$ cat src/rtl/fetch_unit.sv
// Instruction fetch stage: PC owner, sync-read imem driver, 2-entry output queue to decode.
// Optional FETCH_PERF_CNT_EN adds fetch/stall performance counters.
module fetch_unit #(
  parameter logic [31:0] RESET_PC = 32'h0000_0000,
  parameter logic [31:0] PC_STEP  = 32'd1
) (
  input  logic        clk,
  input  logic        rst_n,
  output logic [31:0] imem_addr,
  input  logic [31:0] imem_instr,
  input  logic        br_taken,
  input  logic [31:0] br_target,
  output logic        if_valid,
  output logic [31:0] if_instr,
  output logic [31:0] if_pc,
  input  logic        id_ready
`ifdef FETCH_PERF_CNT_EN
  ,
  output logic [31:0] perf_fetch_cnt,
  output logic [31:0] perf_stall_cnt
`endif
);

  typedef struct packed {
    logic [31:0] pc;
    logic [31:0] instr;
  } fetch_entry_t;

  logic [31:0]  pc;
  logic         inflight;
  logic [31:0]  inflight_pc;
  logic [1:0]   count;
  fetch_entry_t q0, q1;

  logic [1:0]   count_nxt;
  fetch_entry_t q0_nxt, q1_nxt;
  fetch_entry_t new_entry;
  logic [2:0]   occupancy;
  logic         pop, push, issue;

  assign imem_addr = pc;
  assign if_valid  = (count != 2'd0);
  assign if_instr  = q0.instr;
  assign if_pc     = q0.pc;

  assign pop       = if_valid & id_ready;
  // A redirect discards whatever the memory returns in the same cycle.
  assign push      = inflight & ~br_taken;
  assign occupancy = {1'b0, count} + {2'b00, inflight};
  assign issue     = ~br_taken & ((occupancy < 3'd2) | pop);
  assign new_entry = '{pc: inflight_pc, instr: imem_instr};

  // q0 is always the head; q1 shifts down on pop.
  always_comb begin
    // NOTE: every always_comb output gets a default first so no path leaves it unassigned (no latch).
    count_nxt = count;
    q0_nxt    = q0;
    q1_nxt    = q1;
    if (br_taken) begin
      count_nxt = 2'd0;
    end else begin
      case ({push, pop})
        2'b10: begin
          if (count == 2'd0) q0_nxt = new_entry;
          else               q1_nxt = new_entry;
          count_nxt = count + 2'd1;
        end
        2'b01: begin
          q0_nxt    = q1;
          count_nxt = count - 2'd1;
        end
        2'b11: begin
          if (count == 2'd1) begin
            q0_nxt = new_entry;
          end else begin
            q0_nxt = q1;
            q1_nxt = new_entry;
          end
        end
        default: ;
      endcase
    end
  end

  always_ff @(posedge clk or negedge rst_n) begin
    if (!rst_n) begin
      pc          <= RESET_PC;
      inflight    <= 1'b0;
      inflight_pc <= '0;
      count       <= 2'd0;
      // NOTE: queue storage is reset too; it is only two registers and keeps if_instr/if_pc at 0 out of reset.
      q0          <= '0;
      q1          <= '0;
    end else begin
      // NOTE: sequential state uses non-blocking assignments so every register samples pre-edge values.
      count <= count_nxt;
      q0    <= q0_nxt;
      q1    <= q1_nxt;
      if (br_taken) begin
        pc       <= br_target;
        inflight <= 1'b0;
      end else if (issue) begin
        pc          <= pc + PC_STEP;
        inflight    <= 1'b1;
        inflight_pc <= pc;
      end else begin
        inflight <= 1'b0;
      end
    end
  end

`ifdef FETCH_PERF_CNT_EN
  // Counters survive redirects; only reset clears them.
  always_ff @(posedge clk or negedge rst_n) begin
    if (!rst_n) begin
      perf_fetch_cnt <= '0;
      perf_stall_cnt <= '0;
    end else begin
      if (push)                  perf_fetch_cnt <= perf_fetch_cnt + 32'd1;
      if (if_valid && !id_ready) perf_stall_cnt <= perf_stall_cnt + 32'd1;
    end
  end
`endif

endmodule

$ cat config.mk
export PLATFORM = sky130hd
export DESIGN_NAME = fetch_unit
export DESIGN_NICKNAME = d
export VERILOG_FILES = /design/src/rtl/fetch_unit.sv
export SDC_FILE = /design/constraint.sdc
export NUM_CORES = 1
export LEC_CHECK = 0
export ABC_CLOCK_PERIOD_IN_PS = 1830
export BUFFER_PORTS_ARGS = -buffer_cell sky130_fd_sc_hd__buf_4
export CAP_MARGIN = 40
export CORE_ASPECT_RATIO = 1.75
export CORE_MARGIN = 5
export CORE_UTILIZATION = 35
export DETAILED_ROUTE_END_ITERATION = 12
export HOLD_SLACK_MARGIN = 0.05
export SETUP_SLACK_MARGIN = 0.2
export SYNTH_ARGS = -nofsm -noshare
export SYNTH_HDL_FRONTEND = slang
export SYNTH_SLANG_ARGS = --single-unit
export TNS_END_PERCENT = 10
$ cat constraint.sdc
create_clock -name clk -period 1.83 [get_ports clk]
set_input_delay 0.0915 -clock clk [delete_from_list [all_inputs] [get_ports clk]]
set_output_delay 0.0915 -clock clk [all_outputs]
set_load 0.01 [all_outputs]
=== Word level (Yosys, flattened, before mapping) ===
Cells that the tools add are included.

* Add/subtract/negate cells: 4
* $mul: 0
* Divide/modulo/power cells: 0
* Order comparisons: 1
* Equal/unequal tests: 7
* Shift-type cells: 0
* Multiplexer cells: 12
* Bitwise logic cells: 5
* Reduce and logical (&&, ||, !) cells: 9

{| class="wikitable"
|+ Operators with widths
! kind !! count
|-
| 64-bit two-way mux || 4
|-
| 64-bit one-hot mux with 3 select lines || 1
|-
| 64-bit one-hot mux with 2 select lines || 1
|-
| 32-bit two-way mux || 2
|-
| 32-bit by 1-bit adder with 32-bit output, second input constant || 1
|-
| 2-bit inequality test, second input constant || 3
|-
| 2-bit nonzero test || 3
|-
| 3-bit nonzero test || 2
|-
| 2-bit by 1-bit == test with 1-bit output, second input constant || 2
|-
| 2-bit == test, second input constant || 2
|-
| 2-bit one-hot mux with 2 select lines || 1
|-
| 4-bit AND reduction || 1
|-
| 2-bit by 1-bit adder with 3-bit output || 1
|-
| 1-bit bitwise AND || 3
|-
| 3-bit by 2-bit less-than comparator with 1-bit output, second input constant || 1
|-
| 3-bit AND reduction || 1
|-
| 2-bit by 1-bit adder with 2-bit output, second input constant || 1
|-
| 2-bit logical NOT || 1
|-
| 1-bit two-way mux || 2
|-
| 2-bit two-way mux || 1
|-
| 2-bit AND reduction || 1
|-
| 2-bit by 1-bit subtractor with 2-bit output, second input constant || 1
|-
| 1-bit inverter || 1
|-
| 1-bit bitwise OR || 1
|}

* Register bits: 195
* Latch bits: 0
* RAM bits: 0
* Bits in read-only memories: 0
* Bits of input ports: 68
* Output and inout port bits: 97
* Logic and storage cells: 46
* Memories: 0

=== Logic depth before layout (Yosys ltp) ===
* Depth in word-level cells: 6
* Gate-level depth with buffers: 9
* Gate-level depth less buffers: 7

=== Worst setup path after synthesis ===
Ideal clock, no wire load.

* Path type: register to register
* Start point: register count[0]
* End point: register pc[27] (netlist: imem_addr[27])
* Setup time: 0.125 ns
* Arrival: 1.791 ns
* Data required time: 1.705 ns
* Slack: -0.086 ns
* Cell stages (with the launch flop): 9
* Path buffers: 1
* Clock period less this slack: 1.916 ns
* Cell sequence: dfrtp_1 inv_1 ha_1 nand2b_1 buf_2 a211o_4 nor3_2 xor2_1 mux2_2

* Word-level cells in the longest chain between the ends: 5
* Elaborated cells on any way between the ends: 7
* Those cells by class: add/sub (1); order compare (1); bitwise (3); reduce/logical (2)

{| class="wikitable"
|+ Ends and longest elaborated chain
! item !! RTL line !! RTL
|-
| start: declaration || 32 || <nowiki>logic [1:0] count;</nowiki>
|-
| start signal: assignment || 96 || <nowiki>count <= count_nxt;</nowiki>
|-
| 2-bit by 1-bit adder with 3-bit output or 2-bit nonzero test (tied branches) || 49, 42 ||
|-
| 3-bit by 2-bit less-than comparator with 1-bit output or 1-bit bitwise AND (tied branches) || 50, 46 ||
|-
| 1-bit bitwise OR * || 50 || <nowiki>assign issue = ~br_taken & ((occupancy < 3'd2) | pop);</nowiki>
|-
| 1-bit bitwise AND * || 50 ||
|-
| 2-bit nonzero test (no line) * || n/a ||
|-
| end signal: assignment || 100 || <nowiki>pc <= br_target;</nowiki>
|-
| end signal: assignment || 103 || <nowiki>pc <= pc + PC_STEP;</nowiki>
|-
| end: declaration || 29 || <nowiki>logic [31:0] pc;</nowiki>
|}

Mark *: on every way between the ends. The rest lies on a longest branch, timed or not.
A chain may end at the register's enable or synchronous reset.

=== Final worst setup path ===
Ends and elaborated chain as after synthesis.

==> impl_metrics.tcl <==
set metrics [dict create \
    status "complete, no violations" \
    synth.distinct_cells 43 \
    area_growth_pct 45.4 \
    grt_overflow_total 0 \
    fin_util 0.517 \
    die_h_um 217 \
    yosysWarnings 0 \
    antenna_found_initial 0 \
    max_stage_delay_ns 0.41 \
    synth_commonest_cells "dfrtp_1, mux2_2, nor2_1" \
    synth_async_sr_flop_share 1.00 \
    cts_num_sinks 195 \
    tightest_slew_ns 0.543 \
    grt_pass1_wl_mm 34.9 \
    clock_power_share 0.197 \
    combinationalPowerShare 0.416 \
    finalCritPeriodShare 0.984 \
    via_per_inst 4.86 \
    clk_path_buf_depth 2 \
    p_sw_frac 0.330 \
    cts_made_buffers 17 \
    multi_input_area_sq_mm 0.00388 \
    synth_area_sq_mm 0.00857 \
    crit_arrival_ns 2.13 \
    ir_drop_v 0.000794 \
    cp-end-kind "flip-flop" \
    grt_pass1_vias 6589 \
    drv_slew 0 \
    nFillCells 2079 \
    cts_tree "yes" \
    root_buffer "clkbuf_16" \
    maxCapViolCount 0 \
    grt_usage 0.161 \
    critPathBufInv 1 \
    drive_above_1_share 0.425 \
    finalNetCount 1053 \
    timing.fmax_ghz 0.555 \
    cp_data_required_time_ns 2.16 \
    ys_seq_area_frac 0.569 \
    power.internal_mw 12.7 \
    hpwl_mm 14.5 \
    design.die.area_sq_mm 0.0278 \
    finalWirelength_mm 22.4 \
    worst_path_dominant_cell_family "compound AO/OA/AOI/OAI gates" \
    diodes 0 \
    syn_inst 710 \
    drtIter0Drc 317 \
    finalHoldViolCount 0 \
    vias 6329 \
    cellLeakagePower_nw 5.82 \
    fp.dieW_um 128 \
    synth_ff_type "dfrtp_1" \
    drc 0 \
    start_util 0.355 \
    boundaryPins 165 \
    yosys_register_bits 195 \
    p_seq_frac 0.387 \
    postRouteAntennaNets 0 \
    synth_edf_count 0 \
    first_pass_iters 5 \
    synth_top_cells_by_area "dfrtp_1, mux2_2, mux2i_1" \
    port_buffers 164 \
    regArea_sq_mm 0.00488 \
    min_period_ns 1.80 \
    p_switching_mw 6.25 \
    cp_slowest_cell "a211o_4" \
    holdCritPathClass "in2reg" \
    synth_fp_nets 781 \
    core_sq_mm 0.0241 \
    yosys.area.top_type "dfrtp_1" \
    clkSlewWorstSetupHoldPaths_ns 0.07 \
    maxSlewHeadroom 0.638 \
    synth_top_area_frac 0.569 \
    crit_path_start_kind "flip-flop" \
    htreeDepth 4 \
    power_density_mw_per_mm2 1520 \
    crit_type "reg2reg" \
    crit_chain "inv_2 -> ha_4 -> nand2b_4 -> a211o_4 -> nor3_4 -> xor2_1 -> mux2_2" \
    gp_congestion 0.814 \
    grt_setup_unrepaired "true" \
    finalSetupTns_ns 0 \
    clk_latency_ns 0.44 \
    rows 75 \
    synth.most_common_cell "dfrtp_1" \
    setup_violations 0 \
    syn_avg_cell_area_sq_um 12.1 \
    grt_max_degree 65 \
    cp_max_fo 6 \
    fin_skew_ns 0.00650 \
    wl_per_cell_um 17.2 \
]
## tightest hold or removal path, cell delays in order
cell and delay [ns]:
buf_4 0.08, a22o_1 0.13, a31o_2 0.10, a311o_1 0.09
## sequential cells by signal, summed over array words and instances (netlist names)
signal	flops
imem_addr	32
q1	64
inflight	1
inflight_pc	32
if_pc	32
count	2
if_instr	32
## path summary, 6_finish.rpt
path	startpoint	end	slack [ns]	cells past startpoint
max in group asynchronous	rst_n	q1[11]$_DFFE_PN0P_	1.05	3
min in group asynchronous	rst_n	if_pc[7]$_DFFE_PN0P_	0.12	2
worst min-delay path	br_target[31]	imem_addr[31]$_DFFE_PN0P_	0.1	4
worst max register to register	count[0]$_DFFE_PN0P_	imem_addr[27]$_DFFE_PN0P_	0.03	7
worst max-delay path	count[0]$_DFFE_PN0P_	imem_addr[27]$_DFFE_PN0P_	0.03	7
worst min register to register	q1[58]$_DFFE_PN0P_	q1[58]$_DFFE_PN0P_	0.51	1
## power by group through the flow
stage,registers (mW),logic [mW],clock network (mW)
6_report,7.32,7.86,3.73
5_1_grt,7.56,8.54,4.04
4_1_cts,7.24,7.50,3.88
3_5_place_dp,7.31,6.70,0
3_3_place_gp,7.24,6.60,0
2_1_floorplan,7.50,3.66,0
## routing by layer
layer,share of wire,GRT usage
met5,0,0
met4,0.031,0.0659
met3,0.041,0.0378
met2,0.53,0.278
met1,0.40,0.189
## per-stage QoR
step           worst slack (ns)  hold slack [ns]  power (mW)  instances  area (sq um)
6_report                 0.0295           0.0984        18.9       1302         12500
5_1_grt                 -0.0145           0.0742        20.1       1302         12500
4_1_cts                  0.0473           0.0534        18.6       1298         12100
3_5_place_dp           -0.00247           0.0264        14.0       1188         10500
3_3_place_gp             0.0751           0.0279        13.8       1188         10500
2_1_floorplan            0.0482           -0.204        11.2        710          8630
## final cells by class
cell class                 instances  share of cell area
sequential                       195               0.392
tap                              308              0.0309
timing repair buffer             294               0.217
clock inverter                    10             0.00994
clock buffer                      21              0.0370
multi-input combinational        468               0.312
inverter                           6             0.00181
## repair_timing
item                                    CTS  global route
endpoints found under the hold margin   292             0
pin swaps                                 5            77
gates cloned                              3             2
hold buffers                             65             0
setup buffers                            11             2
resized for setup                        44            78
endpoints found under the setup margin  175           189
## cells by family after synthesis
logic type / share of synthesized area
flip-flops: 0.569
adder cells (fa/ha/maj): 0.00438
buffers and inverters: 0.0261
XOR/XNOR: 0.0317
AND/OR/NAND/NOR: 0.0948
multiplexers: 0.206
AO/OA/AOI/OAI: 0.0677
## layout by cell type (no fill, tap or decap), types with 3 or more instances in the layout
| cell type | instances |
|---|---|
| nand2_1 | 39 |
| nand3_1 | 6 |
| nor2_2 | 9 |
| o21ai_0 | 8 |
| xor2_1 | 17 |
| buf_6 | 9 |
| buf_12 | 14 |
| buf_4 | 199 |
| a21oi_1 | 61 |
| nor3_1 | 4 |
| inv_2 | 3 |
| dlygate4sd3_1 | 65 |
| mux2_2 | 65 |
| nand3_2 | 5 |
| o21ai_1 | 19 |
| buf_16 | 4 |
| inv_6 | 3 |
| nor2_1 | 57 |
| nand4_1 | 9 |
| a21oi_2 | 4 |
| mux2i_1 | 58 |
| clkbuf_16 | 19 |
| a21oi_4 | 3 |
| nor4_1 | 4 |
| and2_1 | 3 |
| nor2_4 | 3 |
| mux2_4 | 33 |
| mux2i_2 | 5 |
| xnor2_1 | 13 |
| mux2i_4 | 3 |
| and3_1 | 3 |
| clkbuf_8 | 3 |
| dfrtp_1 | 194 |
Power figures use the tool's default switching activity.
